### src/rtl/lenet_sa_pkg.sv
// Shared types and sizing helpers for the LeNet systolic-array weight path.
package lenet_sa_pkg;

  typedef enum logic [1:0] {
    StIdle  = 2'd0,
    StFetch = 2'd1,
    StDrain = 2'd2,
    StDone  = 2'd3
  } wf_state_e;

  // Pointer width for a FIFO of the given depth (at least one bit).
  function automatic int unsigned ptr_width(input int unsigned depth);
    return (depth > 1) ? int'($clog2(depth)) : 1;
  endfunction

  // Occupancy counter width: must represent 0..depth inclusive.
  function automatic int unsigned cnt_width(input int unsigned depth);
    return int'($clog2(depth + 1));
  endfunction

endpackage

### src/rtl/wf_sync_fifo.sv
// Synchronous FIFO with occupancy count; the head is read from registered storage
// and forced to zero while empty.
module wf_sync_fifo
  import lenet_sa_pkg::*;
#(
  parameter int unsigned WIDTH = 10,
  parameter int unsigned DEPTH = 4,
  localparam int unsigned CntW = cnt_width(DEPTH)
) (
  input  logic             clk,
  input  logic             rst_n,
  input  logic             wr_en,
  input  logic [WIDTH-1:0] wr_data,
  input  logic             rd_en,
  output logic [WIDTH-1:0] rd_data,
  output logic             empty,
  output logic [CntW-1:0]  count
);

  localparam int unsigned       PtrW    = ptr_width(DEPTH);
  localparam logic [PtrW-1:0]   PtrLast = PtrW'(DEPTH - 1);
  localparam logic [PtrW-1:0]   PtrOne  = PtrW'(1);
  localparam logic [CntW-1:0]   CntFull = CntW'(DEPTH);
  localparam logic [CntW-1:0]   CntOne  = CntW'(1);

  logic [WIDTH-1:0] mem_q [DEPTH];
  logic [PtrW-1:0]  wr_ptr_q, rd_ptr_q;
  logic [CntW-1:0]  count_q;
  logic             do_push, do_pop;

  assign do_pop  = rd_en && (count_q != '0);
  // A push into a full FIFO is accepted only when a pop frees the slot the same cycle.
  assign do_push = wr_en && ((count_q != CntFull) || do_pop);

  always_ff @(posedge clk) begin
    if (!rst_n) begin
      wr_ptr_q <= '0;
      rd_ptr_q <= '0;
      count_q  <= '0;
      for (int i = 0; i < int'(DEPTH); i++) begin
        mem_q[i] <= '0;
      end
    end else begin
      if (do_push) begin
        mem_q[wr_ptr_q] <= wr_data;
        wr_ptr_q        <= (wr_ptr_q == PtrLast) ? '0 : wr_ptr_q + PtrOne;
      end
      if (do_pop) begin
        rd_ptr_q <= (rd_ptr_q == PtrLast) ? '0 : rd_ptr_q + PtrOne;
      end
      case ({do_push, do_pop})
        2'b10:   count_q <= count_q + CntOne;
        2'b01:   count_q <= count_q - CntOne;
        default: count_q <= count_q;
      endcase
    end
  end

  assign empty   = (count_q == '0);
  assign count   = count_q;
  assign rd_data = empty ? '0 : mem_q[rd_ptr_q];

endmodule

### src/rtl/weight_fetch_ctrl.sv
// Weight ROM read master: walks a wrapping address window, absorbs the one-cycle ROM
// latency in a credit-controlled FIFO and streams words to the loader over valid/ready.
module weight_fetch_ctrl
  import lenet_sa_pkg::*;
#(
  parameter int unsigned DW         = 8,
  parameter int unsigned ADDR_DW    = 5,
  parameter int unsigned ROM_SIZE   = 32,
  parameter int unsigned FIFO_DEPTH = 4
) (
  input  logic                 clk,
  input  logic                 rst_n,
  input  logic                 start,
  input  logic [ADDR_DW-1:0]   base_addr,
  input  logic [ADDR_DW:0]     len,
  output logic [ADDR_DW-1:0]   rom_addr,
  output logic                 rom_ra_enable,
  input  logic signed [DW:0]   rom_dout,
  output logic signed [DW:0]   w_data,
  output logic                 w_valid,
  output logic                 w_last,
  input  logic                 w_ready,
  output logic                 busy,
  output logic                 done
);

  localparam int unsigned        CntW     = cnt_width(FIFO_DEPTH);
  localparam logic [ADDR_DW-1:0] LastAddr = ADDR_DW'(ROM_SIZE - 1);
  localparam logic [ADDR_DW-1:0] AddrOne  = ADDR_DW'(1);
  localparam logic [ADDR_DW:0]   LenOne   = (ADDR_DW + 1)'(1);

  wf_state_e            state_q, state_d;
  logic [ADDR_DW-1:0]   cur_q, cur_d;
  logic [ADDR_DW:0]     len_q, len_d;
  logic [ADDR_DW:0]     issued_q, issued_d;
  logic [ADDR_DW:0]     captured_q, captured_d;
  logic                 inflight_q;
  logic                 has_credit, issue, pop, push_last;
  logic [CntW-1:0]      fifo_count;
  logic                 fifo_empty;
  logic [DW+1:0]        fifo_head;

  // Reads in flight count against FIFO space so a capture never finds it full.
  assign has_credit = (32'(fifo_count) + 32'(inflight_q)) < FIFO_DEPTH;
  assign issue      = (state_q == StFetch) && (issued_q < len_q) && has_credit;
  assign push_last  = ((captured_q + LenOne) == len_q);
  assign pop        = w_valid && w_ready;

  always_comb begin
    state_d    = state_q;
    cur_d      = cur_q;
    len_d      = len_q;
    issued_d   = issued_q;
    captured_d = inflight_q ? captured_q + LenOne : captured_q;

    unique case (state_q)
      StIdle: begin
        if (start) begin
          cur_d      = base_addr;
          len_d      = len;
          issued_d   = '0;
          captured_d = '0;
          state_d    = (len == '0) ? StDone : StFetch;
        end
      end
      StFetch: begin
        if (issue) begin
          cur_d    = (cur_q == LastAddr) ? '0 : cur_q + AddrOne;
          issued_d = issued_q + LenOne;
          if ((issued_q + LenOne) == len_q) begin
            state_d = StDrain;
          end
        end
      end
      StDrain: begin
        if (pop && fifo_head[DW+1]) begin
          state_d = StDone;
        end
      end
      StDone: begin
        state_d = StIdle;
      end
      default: state_d = StIdle;
    endcase
  end

  always_ff @(posedge clk) begin
    if (!rst_n) begin
      state_q    <= StIdle;
      cur_q      <= '0;
      len_q      <= '0;
      issued_q   <= '0;
      captured_q <= '0;
      inflight_q <= 1'b0;
    end else begin
      state_q    <= state_d;
      cur_q      <= cur_d;
      len_q      <= len_d;
      issued_q   <= issued_d;
      captured_q <= captured_d;
      inflight_q <= issue;
    end
  end

  wf_sync_fifo #(
    .WIDTH (DW + 2),
    .DEPTH (FIFO_DEPTH)
  ) u_fifo (
    .clk     (clk),
    .rst_n   (rst_n),
    .wr_en   (inflight_q),
    .wr_data ({push_last, rom_dout}),
    .rd_en   (pop),
    .rd_data (fifo_head),
    .empty   (fifo_empty),
    .count   (fifo_count)
  );

  assign rom_ra_enable = issue;
  assign rom_addr      = issue ? cur_q : '0;
  assign w_valid       = !fifo_empty;
  assign w_data        = fifo_head[DW:0];
  assign w_last        = fifo_head[DW+1];
  assign busy          = (state_q == StFetch) || (state_q == StDrain);
  assign done          = (state_q == StDone);

endmodule
### config.mk
export PLATFORM = sky130hd
export DESIGN_NAME = weight_fetch_ctrl
export DESIGN_NICKNAME = d
export VERILOG_FILES = /design/src/rtl/lenet_sa_pkg.sv /design/src/rtl/wf_sync_fifo.sv /design/src/rtl/weight_fetch_ctrl.sv
export SDC_FILE = /design/constraint.sdc
export NUM_CORES = 1
export LEC_CHECK = 0
export ABC_AREA = 1
export CAP_MARGIN = 20
export CORE_ASPECT_RATIO = 1.1
export CORE_MARGIN = 2
export CORE_UTILIZATION = 50
export DETAILED_ROUTE_END_ITERATION = 7
export HOLD_SLACK_MARGIN = 0.15
export PLACE_DENSITY = 0.74
export SYNTH_ARGS = -nofsm -noshare
export SYNTH_HDL_FRONTEND = slang
export SYNTH_HIERARCHICAL = 1
export SYNTH_SLANG_ARGS = --single-unit
export TNS_END_PERCENT = 20
### constraint.sdc
create_clock -name clk -period 2.8 [get_ports clk]
set_input_delay 0.28 -clock clk [delete_from_list [all_inputs] [get_ports clk]]
set_output_delay 0.28 -clock clk [all_outputs]
set_load 0.005 [all_outputs]
==> qor.csv <==
stage,metric,value,unit
clock_tree,post_cts.repair.setup_buffers,0,
layout,final-seq-area,1902,sq um
route,total_routed_wirelength,9047,um
min_path,worstHoldPathType,flop to flop,
synthesis,yosysUniqueCellTypes,37,
layout,n_fill_cell,687,
route,via_per_inst,5.240,
synthesis,synth.top_cells.by_count,"90 x nor2_1, 55 x inv_1, 54 x nand2_1",
floorplan,design.portCount,43,
floorplan,dieArea,9015,sq um
clock_tree,insertion_delay,0.35,ns
clock_tree,total_clock_buffers_created_by_cts,9,
grt,number_of_antenna_violations_at_the_first_check_in_global_routing,0,
power_and_ir_drop,leak_pwr,1.949,nW
worst_setup_path,crit_type,flop to primary output,
grt,grt_first_pass_wirelength,15190,um
worst_setup_path,reg2reg_slack,0.51,ns
clock_tree,cts.clk_slew.worst_paths,0.08,ns
worst_setup_path,worstPathCellList,inv_1 -> ha_2 -> inv_2 -> nor3_2 -> nand2_1 -> nor2_2 -> nand2_2 -> inv_1 -> clkdlybuf4s50_1,
synthesis,ys_top_cells_by_area,"edfxtp_1 29%, dfxtp_1 17%, nor2_1 8.2%",
floorplan,die-width,90.71,um
clock_tree,cts.sinks,75,
synthesis,net_count_after_synthesis,527,
layout,layout-area-overhead-vs-synth,18.82,%
worst_setup_path,critical_path.most_common_cell,inv_1,
route,drt-wirelength-per-cell,13.94,um
synthesis,yosys.cell_count.top_type,nor2_1,
place,port_buffers,42,
worst_setup_path,timing.critical_path.from_type,flop,
synthesis,yosysTopAreaCell,edfxtp_1,
clock_tree,htreeDepth,3,
clock_tree,postCtsResizedCells,0,
synthesis,synth_top_area_share,29.05,%
synthesis,synth.avg_cell_area,8.544,sq um
grt,overflow,0,
route,drc_violations_left,0,
min_path,hold_path_startpoint,cur_q[2],
route,final_antenna_net_count,0,
worst_setup_path,crit_slowest_cell,clkdlybuf4s50_1,
power_and_ir_drop,ir_worst_vdd,0.4852,mV
grt,groute.layer.met1.usage,24.80,%
worst_setup_path,worstReg2RegStart,u_fifo/count[0],
worst_setup_path,max_stage_delay,0.51,ns
route,num_vias,3401,
sta,timing.final.hold_violations,0,
synthesis,synthesis.area,4135,sq um
place,dpl.cell_count,633,
grt,grt.busiest_layer,met2,
sta,period_share,91.04,%
layout,multi_input_comb_area,1924,sq um
floorplan,core_region_area,7955,sq um
clock_tree,cts_tree,built,
sta,max_freq,392.3,MHz
synthesis,synth-seq-cells,75,
floorplan,initial_core_util,51.98,%
grt,grt_pass1_vias,3184,
sta,max_slew_margin_vs_limit,58.86,%
synthesis,share_of_async_settable_or_async_resettable_flops_after_synthesis,0,%
clock_tree,cts-hold-fix-buffers,0,
layout,diode_count,0,
worst_setup_path,critPathArrivalTime,2.27,ns
sta,postLayoutSetupSlackWorst,0.2510,ns
sta,clock-skew-final,0.008664,ns
job,drv.max_cap_violation_count,0,
layout,final_nets,579,
synthesis,synth_enable_flop_cells,40,
outcome,outcome,"finished, final reports clean",
route,first_pass_detailed_route_iteration_total,4,
worst_setup_path,cp.required,2.52,ns
synthesis,post_synthesis_cell_count,484,
floorplan,die_h,99.38,um
grt,largest_net_degree_at_the_start_of_global_routing,24,
worst_setup_path,cp-end-kind,primary output,
clock_tree,clk_root_buffer_cell,clkbuf_8,
place,hpwl,6554,um
grt,gr-usage-met3,4.924,%
sta,fin_crit,2.549,ns
floorplan,rows,34,
place,detailedPlace.worstSlack,0.3973,ns
worst_setup_path,timing.critical_path.fanout_max,9,
grt,groute.layer.met2.usage,38.06,%
synthesis,yosys_most_used_dff,edfxtp_1,
power_and_ir_drop,p_per_area,695.4,nW/um^2
place,globalplace.congestion,0.8445,
grt,track_usage,20.99,%
worst_setup_path,timing.critical_path.from,state_q[1],
sta,setup_viol_count_final,0,
layout,drive_gt1_share,14.60,%
clock_tree,ctsLongestPathBuffers,2,
sta,max_slew.worst_pin.slew,0.6162,ns
synthesis,ys_seq_area_share,45.99,%
sta,final-max-slew-violation-count,0,
sta,setup_tns,0,ns
synthesis,synthesis.yosys.warnings,6,
layout,finalNonFillerCells,649,
route,initialDrtViolationCount,164,
sta,fin_worst_hold_slack,0.5146,ns
sta,grt_setup_unrepaired,false,
-- area by class of cell --
type	instances	share of cell area [%]
multi-input cells	333	39.16
clock buffers	9	2.521
inverters	59	4.507
repair buffers	58	11.00
clock inverters	7	1.350
flip-flops and latches	75	38.71
well taps	108	2.750
-- where the power goes --
group          leakage, nW  switching, W  internal (W)
combinational         1.15      0.000699      0.000468
sequential           0.699      0.000112       0.00132
clock               0.0970      0.000406      0.000408
-- critical path: cells and delay by family (launching register included) --
family	cells	cell delay [ns]
fa+ha+maj	1	0.27
simple gates	4	0.44
flops	1	0.34
buf+inv	4	0.87
-- routing by layer --
metal | vias to the layer above | wire length [um]
met5 | - | 0
met4 | 0 | 110
met3 | 12 | 468
met2 | 84 | 4684
met1 | 1592 | 3783
li1 | 1713 | -
-- cell families after synthesis --
family | after synthesis | synth area share, %
fa+ha+maj | 19 | 5.931
xor+xnor | 12 | 2.542
buf+inv | 76 | 7.534
simple gates | 213 | 26.66
flops | 75 | 45.99
compound gates | 89 | 11.35
-- path summary, 6_finish.rpt --
check | to | depth (start not counted)
max | rom_ra_enable | 9
max reg2reg | u_fifo/count[2] | 15
min | cur_q[2] | 2
min reg2reg | cur_q[2] | 2
-- layout by cell type, fill, tap and decap left out, drive strengths merged --
master          n
a211oi          1
a21oi          36
a22o            2
a31oi           1
and3            1
buf            16
bufinv          1
clkbuf          9
clkdlybuf4s50  42
clkinv          6
clkinvlp        1
dfxtp          35
edfxtp         40
fa              1
ha             18
inv            58
nand2          57
nand3          19
nand3b          1
nand4           6
nor2           94
nor3           32
nor4            1
o211ai          1
o21a            3
o21ai          45
or2             2
xnor2           3
xor2            9
-- sequential cells by signal, summed over array words and instances, names as in the netlist, named ones only --
signal / flops
captured_q: 6
cur_q: 5
u_fifo/wr_ptr_q: 2
len_q: 6
u_fifo/mem_q: 40
u_fifo/rd_ptr_q: 2
inflight_q: 1
u_fifo/count: 3
state_q: 2
issued_q: 6
-- stage by stage --
stage	util (%)	power [W]	cell area, sq um
6_report	61.76	0.003417	4913
5_1_grt	61.76	0.003668	4913
4_1_cts	61.73	0.003440	4911
3_5_place_dp	59.34	0.002624	4721
3_3_place_gp	59.34	0.002586	4721
2_1_floorplan	-	0.002242	4135
(Power assumes the default switching activity.)
